### config.mk
export PLATFORM = sky130hd
export DESIGN_NAME = signed_multiplier_pipe
export DESIGN_NICKNAME = d
export VERILOG_FILES = /design/src/rtl/signed_multiplier_pipe.sv
export SDC_FILE = /design/constraint.sdc
export NUM_CORES = 1
export LEC_CHECK = 0
export ABC_AREA = 1
export CORE_UTILIZATION = 62
export DETAILED_ROUTE_END_ITERATION = 6
export GPL_TIMING_DRIVEN = 1
export PLACE_DENSITY = 0.82
export SYNTH_ARGS = -nofsm -noshare
export SYNTH_HDL_FRONTEND = slang
export SYNTH_SLANG_ARGS = --single-unit
export TNS_END_PERCENT = 10
### constraint.sdc
create_clock -name clock -period 6.1 [get_ports clock]
set_input_delay 1.22 -clock clock [delete_from_list [all_inputs] [get_ports clock]]
set_output_delay 1.22 -clock clock [all_outputs]
set_load 0.02 [all_outputs]
### src/rtl/signed_multiplier_pipe.sv
// Pipelined signed multiply / multiply-accumulate with optional round-half-up
// scaling, saturating accumulation and an overflow flag.
module signed_multiplier_pipe #(
    parameter int A_WIDTH   = 15,
    parameter int B_WIDTH   = 9,
    parameter int OUT_WIDTH = 24,
    parameter int LATENCY   = 3,
    parameter int ROUND     = 0
) (
    input  logic                        clock,
    input  logic                        reset,
    input  logic                        ce,
    input  logic                        in_valid,
    input  logic signed [A_WIDTH-1:0]   dataa,
    input  logic signed [B_WIDTH-1:0]   datab,
    input  logic                        acc,
    output logic                        out_valid,
    output logic signed [OUT_WIDTH-1:0] result,
    output logic                        overflow
);

    localparam int P_WIDTH = A_WIDTH + B_WIDTH;
    localparam int SHIFT   = P_WIDTH - OUT_WIDTH;
    localparam int MID     = LATENCY - 2;

    localparam logic signed [OUT_WIDTH-1:0] MAX_POS = {1'b0, {(OUT_WIDTH-1){1'b1}}};
    localparam logic signed [OUT_WIDTH-1:0] MIN_NEG = {1'b1, {(OUT_WIDTH-1){1'b0}}};

    // Stage 1: operand capture
    logic                      s1_valid;
    logic                      s1_acc;
    logic signed [A_WIDTH-1:0] a_q;
    logic signed [B_WIDTH-1:0] b_q;

    always_ff @(posedge clock) begin
        if (reset) begin
            s1_valid <= 1'b0;
        end else if (ce) begin
            s1_valid <= in_valid;
        end
    end

    // NOTE: data registers carry no reset; the valid bits alone decide whether they matter.
    always_ff @(posedge clock) begin
        if (ce) begin
            a_q    <= dataa;
            b_q    <= datab;
            s1_acc <= acc;
        end
    end

    // Exact product, then scaling to OUT_WIDTH
    logic signed [P_WIDTH-1:0] product;
    logic signed [P_WIDTH:0]   product_ext;
    logic signed [P_WIDTH:0]   rounded;
    logic signed [OUT_WIDTH-1:0] scaled;

    assign product     = $signed({{B_WIDTH{a_q[A_WIDTH-1]}}, a_q}) *
                         $signed({{A_WIDTH{b_q[B_WIDTH-1]}}, b_q});
    assign product_ext = $signed({product[P_WIDTH-1], product});

    generate
        if (ROUND != 0 && SHIFT > 0) begin : g_round
            localparam logic signed [P_WIDTH:0] HALF = {{P_WIDTH{1'b0}}, 1'b1} << (SHIFT - 1);
            assign rounded = product_ext + HALF;
        end else begin : g_trunc
            assign rounded = product_ext;
        end
    endgenerate

    // The extra headroom bit guarantees the scaled value fits OUT_WIDTH.
    assign scaled = OUT_WIDTH'(rounded >>> SHIFT);

    // Intermediate stages carry the scaled product with its valid/acc bits
    logic                        fin_valid;
    logic                        fin_acc;
    logic signed [OUT_WIDTH-1:0] fin_s;

    generate
        if (MID == 0) begin : g_direct
            assign fin_valid = s1_valid;
            assign fin_acc   = s1_acc;
            assign fin_s     = scaled;
        end else begin : g_mid
            logic [MID-1:0]              mid_valid;
            logic [MID-1:0]              mid_acc;
            logic signed [OUT_WIDTH-1:0] mid_s [MID];

            always_ff @(posedge clock) begin
                if (reset) begin
                    mid_valid <= '0;
                end else if (ce) begin
                    mid_valid[0] <= s1_valid;
                    for (int i = 1; i < MID; i++) mid_valid[i] <= mid_valid[i-1];
                end
            end

            always_ff @(posedge clock) begin
                if (ce) begin
                    mid_acc[0] <= s1_acc;
                    mid_s[0]   <= scaled;
                    for (int i = 1; i < MID; i++) begin
                        mid_acc[i] <= mid_acc[i-1];
                        mid_s[i]   <= mid_s[i-1];
                    end
                end
            end

            assign fin_valid = mid_valid[MID-1];
            assign fin_acc   = mid_acc[MID-1];
            assign fin_s     = mid_s[MID-1];
        end
    endgenerate

    // Final stage: load or saturating accumulate
    logic signed [OUT_WIDTH:0]   sum;
    logic signed [OUT_WIDTH-1:0] next_result;
    logic                        next_overflow;

    assign sum = $signed({result[OUT_WIDTH-1], result}) + $signed({fin_s[OUT_WIDTH-1], fin_s});

    // NOTE: combinational logic uses blocking assignments with defaults first, so no latch is inferred.
    always_comb begin
        next_result   = result;
        next_overflow = 1'b0;
        if (fin_valid) begin
            if (!fin_acc) begin
                next_result = fin_s;
            end else if (sum[OUT_WIDTH] != sum[OUT_WIDTH-1]) begin
                next_result   = sum[OUT_WIDTH] ? MIN_NEG : MAX_POS;
                next_overflow = 1'b1;
            end else begin
                next_result = sum[OUT_WIDTH-1:0];
            end
        end
    end

    always_ff @(posedge clock) begin
        if (reset) begin
            result    <= '0;
            out_valid <= 1'b0;
            overflow  <= 1'b0;
        end else if (ce) begin
            result    <= next_result;
            out_valid <= fin_valid;
            overflow  <= next_overflow;
        end
    end

endmodule

==> results of run 1 <==
## cells by family after synthesis
family / share of synthesized area
buffers and inverters: 0.109
and+or+nand+nor: 0.224
adders and majority gates: 0.339
xor gates and xnor gates: 0.0373
DFF: 0.219
AOI/OAI and AO/OA: 0.0712
## Yosys cell counts (all sizes together)
| cell | number | share of area |
|---|---|---|
| o31ai | 1 | 0.00080 |
| clkbuf | 34 | 0.014 |
| fa | 113 | 0.24 |
| o211ai | 2 | 0.0016 |
| inv | 226 | 0.090 |
| dfxtp | 28 | 0.060 |
| nand2 | 366 | 0.16 |
| xnor2 | 18 | 0.017 |
| o21a | 1 | 0.00080 |
| o311ai | 2 | 0.0019 |
| nand4 | 11 | 0.0073 |
| and2 | 3 | 0.0020 |
| nor4 | 1 | 0.00067 |
| ha | 74 | 0.098 |
| xor2 | 22 | 0.020 |
| o21ai | 14 | 0.0075 |
| a221oi | 1 | 0.00093 |
| edfxtp | 50 | 0.16 |
| a31oi | 2 | 0.0013 |
| a21o | 4 | 0.0032 |
| nand3 | 21 | 0.011 |
| or2 | 5 | 0.0033 |
| a21oi | 73 | 0.048 |
| o21bai | 7 | 0.0056 |
| nor2 | 92 | 0.038 |
| nor3 | 5 | 0.0027 |
| buf | 5 | 0.0053 |
## where the power goes
part	internal [W]	leakage [nW]	switching, W
logic	0.00165	4.52	0.00256
clock network	0.000287	0.135	0.000240
registers	0.000872	0.717	0.000123
total	0.00280	5.37	0.00293
## worst max-delay path, stage by stage (launching register included)
cell and delay (ps):
edfxtp_1 660, nand2_1 250, fa_1 670, inv_1 120, fa_1 480, fa_1 550
inv_1 50, fa_1 470, inv_1 40, ha_1 280, ha_1 370, a21oi_1 260
o21ai_0 170, a221oi_1 330, o311ai_0 220, xnor2_1 160
## final timing paths
kind | to | slack [ps] | depth (start not counted)
worst max-delay path | g_mid.mid_s[0][23]$_DFFE_PP_ | 740 | 15
worst min-delay path | fin_acc$_DFFE_PP_ | 430 | 0
worst max register to register | g_mid.mid_s[0][23]$_DFFE_PP_ | 740 | 15
worst min register to register | fin_acc$_DFFE_PP_ | 430 | 0
## through the flow
step / setup slack (ps) / instance area (um2) / utilization / std cells / hold slack (ps)
floorplan: 1230 / 9400 / - / 1181 / 400
global placement: 757 / 10000 / 0.685 / 1386 / 403
detailed placement: 843 / 10000 / 0.685 / 1386 / 414
CTS: 801 / 10300 / 0.704 / 1402 / 429
global route: 446 / 10300 / 0.704 / 1402 / 439
finish: 739 / 10300 / 0.704 / 1402 / 431
## flip-flops by register name, indices dropped and copies added, names as in the netlist
signal       count
out_valid        1
overflow         1
result          24
s1_acc           1
a_q             15
g_mid.mid_s     24
s1_valid         1
b_q              9
fin_valid        1
fin_acc          1
## final cells by class
cell class,count,area (um2)
Inverter,226,848
Timing Repair Buffer,60,581
Multi-Input combinational cell,838,6310
Clock buffer,11,243
Tap cell,184,230
Fill cell,1192,4330
Clock inverter,5,35.0
Sequential cell,78,2060
## layer usage
metal / routed length [um] / share of wire / track usage
met2: 10700 / 0.50 / 0.503
met1: 9030 / 0.42 / 0.388
met5: 0 / 0 / 0
met4: 442 / 0.021 / 0.101
met3: 1220 / 0.057 / 0.0338
==> metrics.cfg, run 1 <==
[grt]
antenna_found_initial = 0
grt_start_max_net_pins = 50
grt_pass1_wl_mm = 36.1
grt_pass1_vias = 7463
gr-total-overflow = 0
grt_use_total = 0.294

[sta]
period_needed_ps = 5360
finalCritPeriodShare = 0.879
rsz0062_at_grt = false
fmax_mhz = 187
hold_violations = 0
finalSetupTns_ps = 0
skew_ps = 11.4
finalSetupViolCount = 0
max_slew_margin = 0.340
drv_slew = 0
tightest_slew_ps = 988

[floorplanning]
start_util = 0.642
num_io_pins = 55
core-area_mm2 = 0.0146
fp-row-count = 44
die_h_um = 125
dieArea_mm2 = 0.0157
die_w_um = 125

[final_layout]
layout_common_cells = nand2_1, inv_1, fa_1
final_common_cell = nand2_1
syn2layout_area_growth_pct = 9.69
diodes = 0
fin_nets = 1429
layout-drive-gt1-share = 0.0813

[synthesis]
synth_area_mm2 = 0.00940
syn_avg_cell_area_um2 = 7.96
synthCells = 1181
syn_nets = 1397
yosysSeqAreaShare = 0.219
synth-seq-cells = 78
netlist-cell-type-count = 32
yosysWarnings = 0

[cts]
clock_path_buffers = 2
cts_setup_buffers = 0
postCtsHoldBufs = 0
cts_resized = 0
clk_pin_slew_ps = 70
cts_root_buf = clkbuf_16
cts_sinks = 78
clock_latency_ps = 350
cts_buffers = 9
htree_levels = 3
cts_tree = built

[pwr]
ir_drop_mv = 0.758
powerDensity_mw_per_mm2 = 556
p_total_w = 0.00573
p_leak_nw = 5.37

[worst_setup_path]
worstSetupStartpoint = b_q[0]$_DFFE_PP_
crit_required_ps = 6190
r2r-start = b_q[0]$_DFFE_PP_
cp-end-kind = register
path_class = register to register
arrival_ps = 5450
start_kind = register
crit_path_max_fanout = 15

[min_path]
holdCritStartpoint = s1_acc$_DFFE_PP_
hold_path.class = register to register

[detailed_routing]
firstDrtPassIters = 7
wl_per_cell_um = 15.2
num_vias = 7491
drtIter0Drc = 570
viasPerCell = 5.34
drt_wl_total_mm = 21.4
drcViolationCount = 0
route.antenna.remaining_nets = 0

[job]
drv_cap = 0

[run_status]
status = finished, final reports clean

[placement]
gp_congestion = 0.925
port-buffer-count = 54
dp_hpwl_mm = 17.2

No activity file was read; power rests on OpenSTA's default activity.
==> run 2: changes to the inputs <==
- SKIP_CTS_REPAIR_TIMING: default -> 1
==> results of run 2 <==
The final DEF is identical to that of run 1; final timing and power are the same.
